`config.mk`:
```
export PLATFORM = sky130hd
export DESIGN_NAME = mem_access_stage
export DESIGN_NICKNAME = d
export VERILOG_FILES = /design/src/rtl/mem_access_stage.sv
export SDC_FILE = /design/constraint.sdc
export NUM_CORES = 1
export LEC_CHECK = 0
export CAP_MARGIN = 10
export CORE_AREA = 2 2 110 112
export DETAILED_ROUTE_END_ITERATION = 12
export DIE_AREA = 0 0 112 114
export GPL_TIMING_DRIVEN = 0
export PLACE_DENSITY = 0.8
export SYNTH_ARGS = -nofsm -noshare
export SYNTH_HDL_FRONTEND = slang
export SYNTH_SLANG_ARGS = --single-unit
```
`constraint.sdc`:
```
create_clock -name clk -period 5 [get_ports clk]
set_input_delay 1 -clock clk [delete_from_list [all_inputs] [get_ports clk]]
set_output_delay 1 -clock clk [all_outputs]
set_load 0.01 [all_outputs]
```
`src/rtl/mem_access_stage.sv`:
```
// mem_access_stage: memory-access pipeline stage of the 8-bit MIPS core.
// It sits between execute and write-back. It performs data-memory loads and
// stores, and each access takes WAIT_CYCLES extra cycles. While an access is
// in progress it stalls execute. For every retired instruction it registers
// the value that write-back commits.
//
// Ports:
//   clk            clock, all state updates on posedge
//   reset          synchronous active-high reset
//   valid_ex       execute presents a valid instruction
//   mem_read       instruction is a load
//   mem_write      instruction is a store (suppressed when mem_read is also set)
//   alu_ans        ALU result; low ADDR_W bits address the data memory
//   store_data     data word for a store
//   rd_ex          destination register index
//   reg_write_ex   instruction writes the register file
//   stall          combinational; execute holds its inputs while high
//   mux_ans_dm     registered write-back value (loaded word or alu_ans)
//   rd_mem         registered destination index
//   reg_write_mem  registered write enable, cleared for stores
//   valid_mem      registered one-cycle pulse per retired instruction
module mem_access_stage #(
  parameter int unsigned DATA_W      = 8,
  parameter int unsigned ADDR_W      = 4,
  parameter int unsigned WAIT_CYCLES = 1
) (
  input  logic              clk,
  input  logic              reset,
  input  logic              valid_ex,
  input  logic              mem_read,
  input  logic              mem_write,
  input  logic [DATA_W-1:0] alu_ans,
  input  logic [DATA_W-1:0] store_data,
  input  logic [2:0]        rd_ex,
  input  logic              reg_write_ex,
  output logic              stall,
  output logic [DATA_W-1:0] mux_ans_dm,
  output logic [2:0]        rd_mem,
  output logic              reg_write_mem,
  output logic              valid_mem
);

  localparam int unsigned CNT_W = 3;
  localparam int unsigned DEPTH = 2 ** ADDR_W;

  typedef enum logic [0:0] {
    ST_IDLE = 1'b0,
    ST_WAIT = 1'b1
  } state_t;

  state_t             state;
  state_t             state_next;
  logic [CNT_W-1:0]   cnt;
  logic [CNT_W-1:0]   cnt_next;

  logic [DATA_W-1:0]  mem [DEPTH];
  logic [ADDR_W-1:0]  addr;
  logic               memop;
  logic               is_load;
  logic               is_store;
  logic               complete;
  logic               mem_we;

  // Upper address bits are ignored, so addresses wrap modulo DEPTH.
  assign addr     = alu_ans[ADDR_W-1:0];
  assign memop    = valid_ex & (mem_read | mem_write);
  assign is_load  = valid_ex & mem_read;
  // When a load and a store are both requested, only the load is performed.
  assign is_store = valid_ex & mem_write & ~mem_read;

  // State register
  always_ff @(posedge clk) begin
    if (reset) begin
      state <= ST_IDLE;
      cnt   <= '0;
    end else begin
      state <= state_next;
      cnt   <= cnt_next;
    end
  end

  // Next-state logic: cnt counts the remaining stall cycles in WAIT.
  always_comb begin
    state_next = state;
    cnt_next   = cnt;
    unique case (state)
      ST_IDLE: begin
        if (memop && (WAIT_CYCLES != 0)) begin
          state_next = ST_WAIT;
          cnt_next   = CNT_W'(WAIT_CYCLES - 1);
        end
      end
      ST_WAIT: begin
        if (cnt == '0) begin
          state_next = ST_IDLE;
        end else begin
          cnt_next = cnt - CNT_W'(1);
        end
      end
      default: state_next = ST_IDLE;
    endcase
  end

  // Output logic: stall and the completion strobe for the current cycle.
  always_comb begin
    stall    = 1'b0;
    complete = 1'b0;
    unique case (state)
      ST_IDLE: begin
        stall    = memop && (WAIT_CYCLES != 0);
        complete = valid_ex && !stall;
      end
      ST_WAIT: begin
        stall    = (cnt != '0);
        complete = (cnt == '0);
      end
      default: begin
        stall    = 1'b0;
        complete = 1'b0;
      end
    endcase
  end

  assign mem_we = complete & is_store;

  // Write-back registers. Results are captured only on a completion edge.
  always_ff @(posedge clk) begin
    if (reset) begin
      mux_ans_dm    <= '0;
      rd_mem        <= '0;
      reg_write_mem <= 1'b0;
      valid_mem     <= 1'b0;
    end else if (complete) begin
      mux_ans_dm    <= is_load ? mem[addr] : alu_ans;
      rd_mem        <= rd_ex;
      reg_write_mem <= reg_write_ex & ~is_store;
      valid_mem     <= 1'b1;
    end else begin
      reg_write_mem <= 1'b0;
      valid_mem     <= 1'b0;
    end
  end

  // Data memory: synchronous write, combinational read. Reset has priority,
  // so an access aborted by reset never writes.
  always_ff @(posedge clk) begin
    if (reset) begin
      for (int i = 0; i < int'(DEPTH); i++) begin
        mem[i] <= '0;
      end
    end else if (mem_we) begin
      mem[addr] <= store_data;
    end
  end

endmodule

```
==> impl_metrics.yaml, run 1 <==
outcome:
  status: "finished clean"
run:
  drv_cap: 0
logic_synthesis:
  avgSynthCellArea_um2: 13.2
  ys_seq_area_share_pct: 60.0
  synthCells: 527
  synth_nets: 554
  ys_ff_latch: 145
  synth_edf_count: 128
  async_flop_share_pct: 0
  yosysMostFrequentCell: "and2_1"
  synth_area_leaders: "edfxtp_1 55%, and2_1 12%, mux2i_1 7.3%"
  synth_top_flop_cell: "edfxtp_1"
  syn_area_um2: 6980
  synth_top_area_cell: "edfxtp_1"
  yosysWarnings: 0
  ys_types: 40
  synth_top_area_share_pct: 55.1
  synth_common_cells: "130 x and2_1, 128 x edfxtp_1, 51 x mux2i_1"
pwr:
  p_per_area_nw_per_um2: 355
  p_leak_nw: 3.13
  ir_worst_vdd_mv: 0.189
route:
  routed_wl_um: 17000
  vias: 4472
  drtIter0Drc: 461
  via_per_inst: 6.03
  drtPass1Iterations: 5
  routed_wire_length_per_instance_um: 23.0
  ant_nets: 0
  drc: 0
timing:
  hold_violations: 0
  fin_worst_skew_ps: 5.85
  rsz0062_at_grt: "no"
  drv_slew: 0
  min_period_ps: 3520
  worst_pin_slew_ps: 1070
  relSlewSlack_pct: 28.0
  max_freq_mhz: 284
  finalCritPeriodShare_pct: 70.4
  fin_tns_setup_ps: 0
  finalSetupViolCount: 0
global_route:
  grt_pass1_vias: 4578
  antenna_found_initial: 0
  grt_start_max_net_pins: 17
  grt_overflow_total: 0
  grt_usage_pct: 28.2
  grt_pass1_wl_um: 26100
clocking:
  root_buffer: "clkbuf_16"
  cts_buffer_depth: 2
  clk_pin_slew_ps: 60
  tritoncts: "done"
  cts_resized: 0
  hold_buffers: 0
  postCtsSetupRepairBufs: 0
  clock_sink_count: 145
  clk_latency_ps: 420
  cts_max_level: 4
  numCtsBuffers: 17
worst_setup_path:
  crit_chain: "clkdlybuf4s50_1 -> inv_1 -> o31a_1 -> inv_1 -> clkdlybuf4s50_1"
  worstPathRequired_ps: 4000
  cp-start-kind: "input pin"
  worstPathArrival_ps: 2520
  crit_path_end_kind: "output pin"
  critPathSlowestCell: "clkdlybuf4s50_1"
  cp.depth: 5
  r2r_start: "cnt[0]"
  crit_path_start: "valid_ex"
  crit_path_max_incr_delay_ps: 530
  worstSetupPathType: "in -> out"
  path_buf_inv: 4
  r2r_cells: 9
  crit_path_max_fanout: 5
  path_delay_family: "buffers and inverters"
min_path:
  hold_depth: 2
  hp-start: "cnt[2]"
  min_path_type: "reg -> reg"
finish:
  fill_cells: 803
  nNetsFinal: 609
  diodes: 0
  fin_cells: 742
  syn_to_final_growth_pct: 16.4
  final_area_um2: 8120
  drive_gt1_share_pct: 11.6
die:
  dieArea_um2: 12800
  die_y_um: 114
  core-area_um2: 11700
  io_pins: 39
  dieWidth_um: 112
  initial_core_util_pct: 59.6
  rows: 40
place:
  hpwl_um: 12000
  finalWeightedCongestion: 0.957
  port_buffers: 36
  dp_cells: 710
  place_area_um2: 7520
-- report_power, final --
group | internal [W] | total, W | switching [W]
Clock | 0.000809 | 0.00129 | 0.000476
Combinational | 0.0000867 | 0.000228 | 0.000141
Sequential | 0.00136 | 0.00137 | 0.0000172
-- layout by cell type (no fill, tap or decap), types with 10 or more instances in the layout --
master | synthesis | final
and2_1 | 130 | 130
clkdlybuf4s50_1 | 0 | 36
a21oi_1 | 12 | 12
a2bb2oi_1 | 15 | 15
nor2_1 | 28 | 28
mux2i_1 | 51 | 51
clkbuf_1 | 20 | 23
clkbuf_16 | 0 | 17
dfxtp_1 | 17 | 17
edfxtp_1 | 128 | 128
nor3_4 | 10 | 10
nand2_1 | 10 | 10
buf_2 | 10 | 10
or2_1 | 16 | 16
-- layer usage --
| layer | share of wire [%] | global-route usage, % |
|---|---|---|
| met2 | 50 | 46.1 |
| met3 | 7.9 | 6.75 |
| met5 | 0 | 0 |
| met1 | 39 | 36.3 |
| met4 | 3.2 | 12.4 |
-- flip-flops by register name (all words and copies together), names as in the netlist --
register and cells:
state 1, rd_mem 3, cnt 3, mem 128, valid_mem 1, reg_write_mem 1
mux_ans_dm 8
-- worst reg2reg max path: stages, from the launching register on --
cell and delay, ps:
dfxtp_1 320, inv_1 60, ha_1 140, ha_1 160, and2_4 160, or3b_1 360
buf_6 170, buf_12 170, nor3_4 350, or2_1 450
-- metrics by stage --
stage | power, W | utilization (%) | hold WS (ps) | worst slack (ps)
3_3_place_gp | 0.00161 | 64.2 | 466 | 1510
6_report | 0.00289 | 69.3 | 513 | 1480
3_5_place_dp | 0.00162 | 64.2 | 486 | 1450
4_1_cts | 0.00288 | 69.3 | 500 | 1480
2_1_floorplan | 0.00152 | - | 454 | 2330
5_1_grt | 0.00296 | 69.3 | 534 | 1440
-- area by class of cell --
class | count | area (µm²) | share of cell area, %
timing repair buffer | 36 | 360 | 4.44
inverter | 6 | 22.5 | 0.277
sequential | 145 | 4180 | 51.5
tap | 147 | 184 | 2.26
clock buffer | 22 | 464 | 5.72
multi-input combinational | 343 | 2610 | 32.1
clock inverter | 10 | 136 | 1.68
buffer | 33 | 164 | 2.02
-- final timing paths --
check	end	slack, ps
worst max-delay path	stall	1480
worst min-delay path	cnt[2]	510
worst max register to register	mem[9][0]	2310
worst min register to register	cnt[2]	510
-- kinds of logic (layout without fill, tap and decap cells) --
family          after synthesis  count (layout)  synth area share (%)
simple gates                229             229                  21.8
flops                       145             145                  60.0
mux                          59              59                  9.90
compound gates               53              53                  5.34
buf+inv                      39             107                  2.67
fa+ha+maj                     2               2                 0.359
No activity file was read; power rests on OpenSTA's default activity.
==> inputs of run 2 (changes only) <==
- CORE_AREA: 2 2 110 112 -> 2 2 111 113
- DIE_AREA: 0 0 112 114 -> 0 0 113 115
- PLACE_DENSITY: 0.8 -> 0.79
- clock period: 5 -> 3.6 ns (I/O delays scaled with it)
==> impl_metrics.yaml, run 2 (same netlist as run 1, synthesis figures left out) <==
outcome:
  status: "finished, violations left"
  violations: "DRC"
run:
  drv_cap: 0
global_route:
  grt_usage_pct: 28.3
  grt_start_max_net_pins: 17
  antenna_found_initial: 0
  grt_pass1_vias: 4595
  grt_pass1_wl_um: 26500
  grt_overflow_total: 0
timing:
  rsz0062_at_grt: "no"
  worst_pin_slew_ps: 1200
  fin_ws_ps: 598
  fin_tns_setup_ps: 0
  min_period_ps: 3000
  relSlewSlack_pct: 19.3
  finalCritPeriodShare_pct: 83.4
  finalSetupViolCount: 0
  max_freq_mhz: 333
  drv_slew: 0
  hold_violations: 0
  fin_worst_skew_ps: 6.41
finish:
  top_register: "mem"
  diodes: 0
  drive_gt1_share_pct: 11.6
  fill_cells: 839
  syn_to_final_growth_pct: 16.4
  fin_cells: 742
  layout_common_cells: "130 x and2_1, 128 x edfxtp_1, 51 x mux2i_1, 36 x clkdlybuf4s50_1, 28 x nor2_1"
  layout_commonest_cell: "and2_1"
  reg_top3: "mem x128, mux_ans_dm x8"
  largest_reg_flops: 128
  nNetsFinal: 609
worst_setup_path:
  r2r_cells: 8
  crit_path_end_kind: "output pin"
  cp-start-kind: "flop"
  reg2reg_to: "mux_ans_dm[1]"
  worstPathArrival_ps: 2280
  path_delay_family: "buffers and inverters"
  worstSetupPathType: "reg -> out"
  critPathSlowestCell: "clkdlybuf4s50_1"
  crit_path_max_fanout: 5
  path_buf_inv: 3
  crit_path_max_incr_delay_ps: 520
  crit_chain: "inv_1 -> ha_1 -> ha_1 -> or2b_1 -> o31a_1 -> inv_1 -> clkdlybuf4s50_1"
  reg2reg_slack_ps: 800
  worstPathRequired_ps: 2880
  r2r_start: "cnt[0]"
place:
  dp_cells: 710
  place_ws_ps: 312
  port_buffers: 36
  hpwl_um: 11700
  finalWeightedCongestion: 0.934
clocking:
  postCtsSetupRepairBufs: 0
  numCtsBuffers: 17
  clk_pin_slew_ps: 60
  hold_buffers: 0
  tritoncts: "done"
  clock_sink_count: 145
  clk_latency_ps: 430
  cts_resized: 0
  cts_max_level: 4
  cts_buffer_depth: 2
  root_buffer: "clkbuf_16"
die:
  io_pins: 39
  initial_core_util_pct: 59.1
  rows: 40
  core-area_um2: 11800
  dieArea_um2: 13000
  dieWidth_um: 113
  die_y_um: 115
route:
  drtPass1Iterations: 9
  ant_nets: 0
  drtIter0Drc: 414
  routed_wl_um: 17100
  via_per_inst: 6.12
  drc: 3
  vias: 4540
  routed_wire_length_per_instance_um: 23.1
min_path:
  min_path_type: "reg -> reg"
  hold_path_end: "cnt[2]"
  hold_depth: 2
  hp-start: "cnt[2]"
pwr:
  ir_worst_vdd_mv: 0.241
  p_leak_nw: 3.14
  p_per_area_nw_per_um2: 497
==> run 2: worst max-delay path by stage <==
stage | from | to | slack, ps | depth (start not counted)
2_1_floorplan | mem_read | mem[7][0] | 1210 | 6
5_1_grt | cnt[0] | stall | 500 | 7
4_1_cts | cnt[0] | stall | 580 | 7
3_3_place_gp | mem_read | mem[14][0] | 340 | 7
6_report | cnt[0] | stall | 600 | 7
3_5_place_dp | mem_read | mem[14][0] | 310 | 7
==> run 2: through the flow <==
step | util [%] | area (µm²) | total power [W] | hold slack [ps]
2_1_floorplan | - | 6980 | 0.00211 | 454
4_1_cts | 68.8 | 8120 | 0.00404 | 500
5_1_grt | 68.8 | 8120 | 0.00412 | 536
3_5_place_dp | 63.7 | 7520 | 0.00225 | 487
3_3_place_gp | 63.7 | 7520 | 0.00224 | 470
6_report | 68.8 | 8120 | 0.00403 | 493
==> run 2: routing by layer <==
| metal | part of all wire [%] | track usage [%] | vias to the layer above |
|---|---|---|---|
| li1 | - | - | 2030 |
| met1 | 37 | 34.8 | 2222 |
| met2 | 51 | 48.1 | 236 |
| met3 | 9.4 | 8.01 | 52 |
| met4 | 3.0 | 11.1 | 0 |
| met5 | 0 | 0 | - |
==> run 2: power breakdown <==
group | internal (W) | leakage (nW) | switching (W)
Combinational | 0.000121 | 1.39 | 0.000197
Sequential | 0.00189 | 1.45 | 0.0000235
Clock | 0.00114 | 0.299 | 0.000663
==> run 2: cell type report <==
cell class                      count  area [µm²]  area share, %
Clock inverter                     14         170           2.10
Clock buffer                       18         429           5.29
Timing Repair Buffer               36         360           4.44
Buffer                             33         164           2.02
Inverter                            6        22.5          0.277
Sequential cell                   145        4180           51.5
Tap cell                          147         184           2.27
Multi-Input combinational cell    343        2610           32.1
==> run 2: worst reg2reg max path: cells and delay by family, from the launching register on <==
family | cells | cell delay, ps
adder cells (fa/ha/maj) | 2 | 390
buffers and inverters | 2 | 480
flip-flops | 1 | 360
AND/OR/NAND/NOR | 2 | 1110
AO/OA/AOI/OAI | 2 | 390
==> inputs of run 3 (changes only) <==
- clock period: 3.6 -> 2.8 ns (I/O delays scaled with it)
==> impl_metrics.yaml, run 3 (same netlist as run 1, synthesis figures left out) <==
pwr:
  ir_worst_vdd_mv: 0.309
  p_int_w: 0.00405
  switching_share_pct: 21.8
  pwr-share-seq_pct: 47.4
  p_leak_nw: 3.16
  switchingPower_w: 0.00113
  combPwrFrac_pct: 7.9
  p_clk_share_pct: 44.7
  p_per_area_nw_per_um2: 636
timing:
  fin_tns_setup_ps: 0
  max_freq_mhz: 370
  finalCritPeriodShare_pct: 96.4
  finalSetupViolCount: 0
  worst_pin_slew_ps: 959
  fin_worst_skew_ps: 8.49
  min_period_ps: 2700
  drv_slew: 0
  rsz0062_at_grt: "no"
  holdWs_ps: 492
  relSlewSlack_pct: 35.9
  hold_violations: 0
die:
  rows: 40
  dieWidth_um: 113
  die_y_um: 115
  initial_core_util_pct: 59.1
  dieArea_um2: 13000
  core-area_um2: 11800
  io_pins: 39
worst_setup_path:
  worstPathRequired_ps: 2240
  crit_path_max_incr_delay_ps: 520
  worstPathArrival_ps: 2140
  crit_path_start: "cnt[0]"
  r2r_cells: 9
  cp-start-kind: "flop"
  reg2reg_to: "mem[6][4]"
  worst_setup_path_endpoint: "stall"
  crit_path_max_fanout: 3
  crit_chain: "inv_1 -> ha_1 -> ha_1 -> or2b_1 -> o31a_1 -> inv_1 -> clkdlybuf4s50_1"
  r2r_start: "cnt[0]"
  critPathSlowestCell: "clkdlybuf4s50_1"
  crit_path_end_kind: "output pin"
  reg2reg_slack_ps: 150
  worstSetupPathType: "reg -> out"
finish:
  nNetsFinal: 612
  largest_reg_flops: 128
  reg_top3: "mem x128, mux_ans_dm x8"
  diodes: 0
  fin_util_pct: 69.0
  fin_cells: 745
  top_register: "mem"
  drive_gt1_share_pct: 12.5
  layout_commonest_cell: "and2_1"
  syn_to_final_growth_pct: 16.8
  layout_common_cells: "130 x and2_1, 128 x edfxtp_1, 51 x mux2i_1, 36 x clkdlybuf4s50_1, 28 x nor2_1"
min_path:
  min_path_type: "reg -> reg"
global_route:
  grt_usage_pct: 28.4
  grt_pass1_wl_um: 26500
  grt_pass1_vias: 4595
  antenna_found_initial: 0
  grt_overflow_total: 0
  grt_start_max_net_pins: 17
place:
  dp_cells: 710
  port_buffers: 36
  hpwl_um: 11700
  finalWeightedCongestion: 0.934
route:
  routed_wl_um: 17200
  route.met2.wl_um: 8720
  drtPass1Iterations: 9
  wl_met3_um: 1550
  drc: 3
  topRoutingLayerUsed: "met4"
  via_per_inst: 6.08
  wl_met1_um: 6390
  vias: 4527
  ant_nets: 0
  drtIter0Drc: 471
  routed_wire_length_per_instance_um: 23.0
clocking:
  hold_buffers: 0
  cts_max_level: 4
  clk_pin_slew_ps: 60
  root_buffer: "clkbuf_16"
  clock_sink_count: 145
  clk_latency_ps: 420
  cts_buffer_depth: 2
  numCtsBuffers: 17
  tritoncts: "done"
outcome:
  violations: "DRC"
  status: "finished, violations left"
run:
  drv_cap: 0
run 3: cell types whose count changed in the layout (fill, tap and decap cells not counted), sizes merged:
| cell | delta |
|---|---|
| buf | +3 |
run 3: layout make-up:
| type | instances | area (µm²) |
|---|---|---|
| Sequential cell | 145 | 4190 |
| Timing Repair Buffer | 39 | 383 |
| Clock inverter | 14 | 170 |
| Multi-Input combinational cell | 343 | 2610 |
| Tap cell | 147 | 184 |
| Fill cell | 832 | 3660 |
| Clock buffer | 18 | 429 |
| Buffer | 33 | 164 |
| Inverter | 6 | 22.5 |
run 3: worst max-delay path, delay by kind of cell, from the launching register on:
| family | cells | cell delay, ps |
|---|---|---|
| buffers and inverters | 3 | 630 |
| adder cells (fa/ha/maj) | 2 | 380 |
| flip-flops | 1 | 340 |
| AND/OR/NAND/NOR | 1 | 240 |
| AO/OA/AOI/OAI | 1 | 120 |
run 3: repair_timing:
| item | in CTS | in global routing |
|---|---|---|
| setup buffers | 1 | 2 |
| gates resized for setup | 1 | 2 |
| pin swaps | 0 | 1 |
| setup endpoints to repair | 1 | 20 |
| hold endpoints to repair | 0 | 0 |
run 3: layer usage:
metal | up-vias | global-route usage (%)
met4 | 0 | 11.1
met5 | - | 0
met3 | 43 | 8.01
met1 | 2210 | 34.9
li1 | 2038 | -
met2 | 236 | 48.1
run 3: worst min-delay path by stage:
stage | start | end | slack [ps] | cells past startpoint
6_report | cnt[2] | cnt[2] | 490 | 2
3_5_place_dp | cnt[2] | cnt[2] | 490 | 2
2_1_floorplan | cnt[1] | cnt[1] | 450 | 2
5_1_grt | rd_mem[0] | rd_mem[0] | 540 | 2
4_1_cts | cnt[2] | cnt[2] | 500 | 2
3_3_place_gp | cnt[2] | cnt[2] | 470 | 2
run 3: per-stage QoR:
| step | power [W] | area, µm² | setup WS, ps |
|---|---|---|---|
| after floorplan | 0.00272 | 6980 | 508 |
| after global placement | 0.00288 | 7520 | -297 |
| after detailed placement | 0.00290 | 7520 | -328 |
| after CTS | 0.00519 | 8130 | 26.8 |
| after global routing | 0.00531 | 8150 | 3.51 |
| final | 0.00518 | 8150 | 101 |
run 3: power by group through the flow:
stage          Clock, W  Combinational (W)  Sequential, W
2_1_floorplan         0           0.000228        0.00249
3_3_place_gp          0           0.000389        0.00249
3_5_place_dp          0           0.000399        0.00250
4_1_cts         0.00233           0.000404        0.00245
5_1_grt         0.00241           0.000434        0.00246
6_report        0.00232           0.000410        0.00245
